**src/rtl/pbit_sweep_scheduler.sv**
```systemverilog
// Purpose: Gibbs sweep sequencer; pulses en one colour class at a time and offers a per-sweep pbit snapshot.
// Latency: first en one cycle after start; sweep period N_COLORS*(1+SETTLE)+1 cycles with sample_ready high.
// Backpressure: sample_valid/sample_ready holds the snapshot stable and stalls the schedule; no en while stalled.
module pbit_sweep_scheduler #(
    parameter int N_PBITS  = 8,
    parameter int N_COLORS = 2,
    parameter int SETTLE   = 2,
    parameter int SWEEP_W  = 16
) (
    input  logic                         CLK,
    input  logic                         RST,
    input  logic                         start,
    input  logic                         abort,
    input  logic [SWEEP_W-1:0]           num_sweeps,
    input  logic [N_COLORS*N_PBITS-1:0]  color_mask,
    input  logic [N_PBITS-1:0]           pbit_state,
    output logic [N_PBITS-1:0]           en,
    output logic                         busy,
    output logic                         sample_valid,
    input  logic                         sample_ready,
    output logic [N_PBITS-1:0]           sample_data,
    output logic [SWEEP_W-1:0]           sweep_cnt,
    output logic                         done
);

    localparam int CW = (N_COLORS > 1) ? $clog2(N_COLORS) : 1;
    localparam int SW = (SETTLE > 1) ? $clog2(SETTLE) : 1;
    localparam logic [CW-1:0] LAST_COLOR  = CW'(N_COLORS - 1);
    localparam logic [SW-1:0] LAST_SETTLE = (SETTLE > 0) ? SW'(SETTLE - 1) : '0;

    typedef enum logic [2:0] {
        S_IDLE,
        S_UPDATE,
        S_SETTLE,
        S_SAMPLE,
        S_DONE
    } state_t;

    state_t                        state;
    logic [CW-1:0]                 colour;
    logic [SW-1:0]                 settle_cnt;
    logic [SWEEP_W-1:0]            num_q;
    logic [N_COLORS*N_PBITS-1:0]   mask_q;

    logic [CW-1:0]                 colour_nxt;
    logic [N_PBITS-1:0]            nxt_mask;
    logic                          slot_end;
    logic [SWEEP_W-1:0]            sweep_inc;

    // Next-colour mask select and end-of-colour-slot detection
    always_comb begin
        colour_nxt = colour + 1'b1;
        nxt_mask   = '0;
        for (int c = 0; c < N_COLORS; c++) begin
            if (colour_nxt == CW'(c)) begin
                nxt_mask = mask_q[c*N_PBITS +: N_PBITS];
            end
        end
        // With no settle time the colour slot ends on the UPDATE cycle itself
        slot_end  = ((state == S_UPDATE) && (SETTLE == 0)) ||
                    ((state == S_SETTLE) && (settle_cnt == LAST_SETTLE));
        sweep_inc = sweep_cnt + 1'b1;
    end

    // Sweep FSM; every output is registered from the state being entered
    always_ff @(posedge CLK or posedge RST) begin
        if (RST) begin
            state        <= S_IDLE;
            colour       <= '0;
            settle_cnt   <= '0;
            num_q        <= '0;
            mask_q       <= '0;
            en           <= '0;
            busy         <= 1'b0;
            sample_valid <= 1'b0;
            sample_data  <= '0;
            sweep_cnt    <= '0;
            done         <= 1'b0;
        end else begin
            en   <= '0;
            done <= 1'b0;
            if (abort) begin
                // Cancel wins over everything; the partial sweep count is kept
                state        <= S_IDLE;
                busy         <= 1'b0;
                sample_valid <= 1'b0;
            end else begin
                case (state)
                    S_IDLE: begin
                        if (start) begin
                            num_q      <= num_sweeps;
                            mask_q     <= color_mask;
                            sweep_cnt  <= '0;
                            colour     <= '0;
                            settle_cnt <= '0;
                            busy       <= 1'b1;
                            if (num_sweeps == '0) begin
                                state <= S_DONE;
                                done  <= 1'b1;
                            end else begin
                                state <= S_UPDATE;
                                en    <= color_mask[N_PBITS-1:0];
                            end
                        end
                    end
                    S_UPDATE, S_SETTLE: begin
                        if (slot_end) begin
                            if (colour != LAST_COLOR) begin
                                colour <= colour_nxt;
                                state  <= S_UPDATE;
                                en     <= nxt_mask;
                            end else begin
                                sample_data  <= pbit_state;
                                sample_valid <= 1'b1;
                                state        <= S_SAMPLE;
                            end
                        end else if (state == S_UPDATE) begin
                            settle_cnt <= '0;
                            state      <= S_SETTLE;
                        end else begin
                            settle_cnt <= settle_cnt + 1'b1;
                        end
                    end
                    S_SAMPLE: begin
                        if (sample_ready) begin
                            sample_valid <= 1'b0;
                            sweep_cnt    <= sweep_inc;
                            if (sweep_inc == num_q) begin
                                state <= S_DONE;
                                done  <= 1'b1;
                            end else begin
                                state  <= S_UPDATE;
                                colour <= '0;
                                en     <= mask_q[N_PBITS-1:0];
                            end
                        end
                    end
                    S_DONE: begin
                        state <= S_IDLE;
                        busy  <= 1'b0;
                    end
                    default: begin
                        state <= S_IDLE;
                        busy  <= 1'b0;
                    end
                endcase
            end
        end
    end

endmodule

```
**config.mk**
```make
export PLATFORM = sky130hd
export DESIGN_NAME = pbit_sweep_scheduler
export DESIGN_NICKNAME = d
export VERILOG_FILES = /design/src/rtl/pbit_sweep_scheduler.sv
export SDC_FILE = /design/constraint.sdc
export NUM_CORES = 1
export LEC_CHECK = 0
export ABC_CLOCK_PERIOD_IN_PS = 6700
export CORE_AREA = 3 3 90 92
export CTS_CLUSTER_SIZE = 30
export DETAILED_ROUTE_END_ITERATION = 6
export DIE_AREA = 0 0 93 95
export GPL_TIMING_DRIVEN = 0
export PLACE_DENSITY = 0.75
export SYNTH_ARGS = -nofsm -noshare
export SYNTH_HDL_FRONTEND = slang
export SYNTH_SLANG_ARGS = --single-unit
```
**constraint.sdc**
```tcl
create_clock -name CLK -period 6.7 [get_ports CLK]
set_input_delay 2.01 -clock CLK [delete_from_list [all_inputs] [get_ports CLK]]
set_output_delay 2.01 -clock CLK [all_outputs]
set_load 0.005 [all_outputs]
```
=== After elaboration in Yosys (flattened, before gate mapping) ===
Cells that the tools add are included.

* $add $sub $neg: 3
* Eq/ne operators: 15
* Reduce and logical (&&, ||, !) cells: 17
* Bitwise logic cells: 1
* Multiplexer cells: 44

{| class="wikitable"
|+ Operator list
! operator !! count
|-
| $mux 8 || 8
|-
| $mux 16 || 2
|-
| $pmux 16 s2 || 1
|-
| $pmux 8 s3 || 1
|-
| $mux 3 || 7
|-
| $mux 1 || 18
|-
| $add 16x1->16 const B || 1
|-
| $eq 16x16->1 || 1
|-
| $logic_not 16->1 || 1
|-
| $reduce_and 4->1 || 4
|-
| $ne 3x3->1 const B || 4
|-
| $ne 2x2->1 const B || 5
|-
| $pmux 3 s3 || 1
|-
| $pmux 1 s2 || 4
|-
| $eq 3x2->1 const B || 2
|-
| $reduce_and 3->1 || 2
|-
| $reduce_and 6->1 || 1
|-
| $reduce_bool 3->1 || 2
|-
| $ne 4x4->1 const B || 1
|-
| $reduce_bool 2->1 || 2
|-
| $eq 3x1->1 const B || 1
|-
| $logic_not 3->1 || 1
|-
| $pmux 1 s3 || 1
|-
| $reduce_or 3->1 || 1
|-
| 7 further kinds || 8
|}

* Bits in registers: 72
* Logic and storage cells: 91
* Output and inout bits: 35
* Input bits: 45

=== Longest topological paths before layout ===
* Depth after elaboration: 6
* Gate-level depth with buffers: 9
* Depth with buffers taken out: 7

=== Least setup slack after synthesis ===
No wires, ideal clock.

* Path kind: input port to flip-flop
* From: input port num_sweeps[11]
* To: register en[0]
* Path slack: 3366 ps
* Cell stages on the path: 7
* Buffers on the path: 1
* Arrival: 3204 ps
* Required time: 6570 ps
* Library setup time: 130 ps
* Path through: nor4_1 -> nand4_1 -> and3b_1 -> buf_1 -> a22o_1 -> a32oi_1 -> o21ai_0

* Cells in the longest elaborated chain, start to end: 5

{| class="wikitable"
|+ Ends and longest elaborated chain
! item !! line !! source
|-
| start: declaration || 14 || <nowiki>input logic [SWEEP_W-1:0] num_sweeps,</nowiki>
|-
| $logic_not 16->1 || 97 || <nowiki>if (num_sweeps == '0) begin</nowiki>
|-
| $mux 8 || 97 ||
|-
| $mux 8 || 90 || <nowiki>if (start) begin</nowiki>
|-
| $pmux 8 s3 || 88 || <nowiki>case (state)</nowiki>
|-
| $mux 8 || 82 || <nowiki>if (abort) begin</nowiki>
|-
| end signal: assignment || 102 || <nowiki>en <= color_mask[N_PBITS-1:0];</nowiki>
|-
| end signal: assignment || 111 || <nowiki>en <= nxt_mask;</nowiki>
|-
| end signal: assignment || 134 || <nowiki>en <= mask_q[N_PBITS-1:0];</nowiki>
|-
| end: declaration || 17 || <nowiki>output logic [N_PBITS-1:0] en,</nowiki>
|}

No other way between the ends.
A chain may end at the register's enable or synchronous reset.

=== Worst setup path in the final report ===
* From: input port abort
* To: register sweep_cnt[11]

* Cells in the longest elaborated chain, start to end: 2

{| class="wikitable"
|+ Ends and longest elaborated chain
! item !! line !! source
|-
| start: declaration || 13 || <nowiki>input logic abort,</nowiki>
|-
| $not 1->1 (no line) || - ||
|-
| $reduce_and 4->1 (no line) || - ||
|-
| end signal: assignment || 127 || <nowiki>sweep_cnt <= sweep_inc;</nowiki>
|-
| end: declaration || 22 || <nowiki>output logic [SWEEP_W-1:0] sweep_cnt,</nowiki>
|}

No other way between the ends.

==> out/results.txt <==
outcome -> finished clean
post-synthesis register bit count -> 72
Slew Limit Fails -> 0
Synth area leaders -> dfrtp_1 (49%), mux2_2 (12%), o21ai_0 (5.1%), nand2_1 (3.4%), xnor2_1 (2.9%)
Worst VDD drop -> 0.160 mV
crit end category -> register
first-pass GRT wire length -> 15.3 mm
postcts setup bufs -> 0
Mean Syn Cell Area -> 10.5 um2
post_cts resized -> 0
DRT Wirelength -> 9.44 mm
crit-path max FO -> 10
slowest stage delay, CP -> 550 ps
slowest cell on the critical path -> clkbuf_1
post-synthesis sequential area ratio -> 49.4%
Total Die Area -> 8840 um2
Inst Count DP -> 525
Post-DP HPWL -> 6.71 mm
Slew @ Worst Pin -> 983 ps
drt wl/cell -> 17.4 um
Core Rows -> 31
synthesis-to-finish area growth -> 31.8%
# hold bufs at CTS -> 0
H-tree levels -> 3
Sink Count -> 72
clk_lat worst skew -> 350 ps
antenna violations before repair -> 0
Hold Path Class -> register to register
drt initial violations -> 283
Clk pin slew, worst setup/hold paths -> 80 ps
GRT Overall Usage -> 22.3%
RSZ-0062 raised after global routing -> no
family with the most delay on the worst path -> buffers and inverters
PwrDens -> 271 nW/um2
R2R setup slack -> 4030 ps
Mapped Area -> 3640 um2
Final Net Count -> 483
setup violators final -> 0
fmax -> 253 MHz
Crit Path Category -> input pin to register
ys async rst share -> 100%
chip width -> 93 um
root buf cell -> clkbuf_8
core footprint -> 7290 um2
router iterations before antenna repair -> 5
Synth area leader -> dfrtp_1
Routability Congestion -> 0.852
top-count cell post-synth -> dfrtp_1
final setup TNS -> 0 ps
Initial Util -> 50.0%
cells along the critical path -> clkdlybuf4s50_1 -> nor2_1 -> nand2_1 -> nor2_1 -> clkbuf_1 -> nand2_1 -> o31ai_1
Die H -> 95 um
io pins -> 80
Setup crit start kind -> input pin
Mapped Nets -> 393
Synth top cells by count -> dfrtp_1 (72), mux2_2 (40), o21ai_0 (37), nand2_1 (33), nor2_1 (20)
Req. time, crit path -> 6950 ps
Tmin final -> 3950 ps
clk_skew -> 8.24 ps
CTS tree -> yes
largest net degree at the start of global routing -> 73
Max-slew headroom -> 34.0%
max cap viols -> 0
final cell count without fillers -> 541
number of buffers created by CTS -> 9
total grt overflow -> 0
CTS Buffer Depth -> 2
CP arrival -> 4200 ps
layout cells sized above 1 -> 14.9%
synth unique cells -> 47
Antenna Cells -> 0
prevailing post-synth register cell -> dfrtp_1
Synth Warn # -> 0
via count -> 3,167
Hold Vio Cnt, Final -> 0
DRC viols -> 0
I/O Buffers -> 79
Leak -> 1.97 nW
antenna viol nets, final -> 0
CP Buf/Inv Count -> 2
vias in the first global route -> 3,161
number of synthesized flops with an enable pin -> 0
share of the synthesized area in the top cell type -> 49.4%
period utilisation layout -> 58.9%
Mapped Cells -> 347
vias per cell -> 5.85
final cells by class:
class / count / area, um2
Buffer: 19 / 85.1
Clock buffer: 10 / 128
Clock inverter: 6 / 115
Fill cell: 609 / 2490
Inverter: 3 / 13.8
Multi-Input combinational cell: 253 / 1750
Sequential cell: 72 / 1800
Tap cell: 99 / 124
Timing Repair Buffer: 79 / 791
worst register-to-register path, delay by kind of cell, from the launching register on:
kind / cells / cell delay [ps]
buffers and inverters: 2 / 410
AND/OR/NAND/NOR: 2 / 370
AO/OA/AOI/OAI: 4 / 1040
flip-flops: 1 / 520
adder cells (fa/ha/maj): 1 / 200
final timing paths:
check	from	to	depth (start not counted)
max	abort	sweep_cnt[11]	7
min	busy	busy	2
max in group asynchronous	RST	sweep_cnt[12]	2
max reg2reg	sweep_cnt[0]	en[6]	9
min in group asynchronous	RST	mask_q[8]	2
min reg2reg	busy	busy	2
kinds of logic after synthesis:
group           count (synthesis)  share of synthesized area [%]
mux                            41                           12.6
compound gates                 86                           15.3
flops                          72                           49.4
fa+ha+maj                       1                          0.343
simple gates                  103                           14.3
xor+xnor                       22                           5.29
buf+inv                        22                           2.64
per-layer routing:
metal | GRT usage [%] | wire [um] | vias up
li1 | - | - | 1461
met1 | 30.8 | 4150 | 1575
met2 | 35.8 | 4590 | 112
met3 | 2.71 | 492 | 19
met4 | 9.16 | 206 | 0
met5 | 0 | 0 | -
cell usage in the layout (no fill, tap or decap), drive strengths merged, types with 9 or more instances in the layout:
| cell type | netlist | routed |
|---|---|---|
| clkbuf | 12 | 22 |
| nor2 | 20 | 20 |
| dfrtp | 72 | 72 |
| mux2 | 40 | 40 |
| xnor2 | 12 | 12 |
| a22o | 9 | 9 |
| xor2 | 10 | 10 |
| nand4 | 9 | 9 |
| nand2 | 33 | 33 |
| clkdlybuf4s50 | 0 | 79 |
| o21ai | 41 | 41 |
flip-flops by register name, summed over array words and instances (netlist names):
register / cells
sample_data: 8
sweep_cnt: 16
done: 1
settle_cnt: 1
state: 3
busy: 1
num_q: 16
mask_q: 16
en: 8
colour: 1
sample_valid: 1
per-stage QoR:
step                      worst slack (ps)  total power (W)  hold WS, ps  cell area (um2)  utilization (%)
after CTS                             2760          0.00131          509             4800             65.9
final                                 2750          0.00130          507             4800             65.9
after global placement                1690         0.000875          479             4560             62.5
after detailed placement              2430         0.000891          492             4560             62.6
after floorplan                       2870         0.000762          480             3640                -
after global routing                  2490          0.00136          543             4800             65.9
power by group:
part           total (W)  internal (W)  switching (W)  leakage (nW)
registers       0.000592      0.000524      0.0000682         0.923
clock network   0.000416      0.000249       0.000167         0.117
logic           0.000294      0.000175       0.000119         0.930
(Power assumes the default switching activity.)
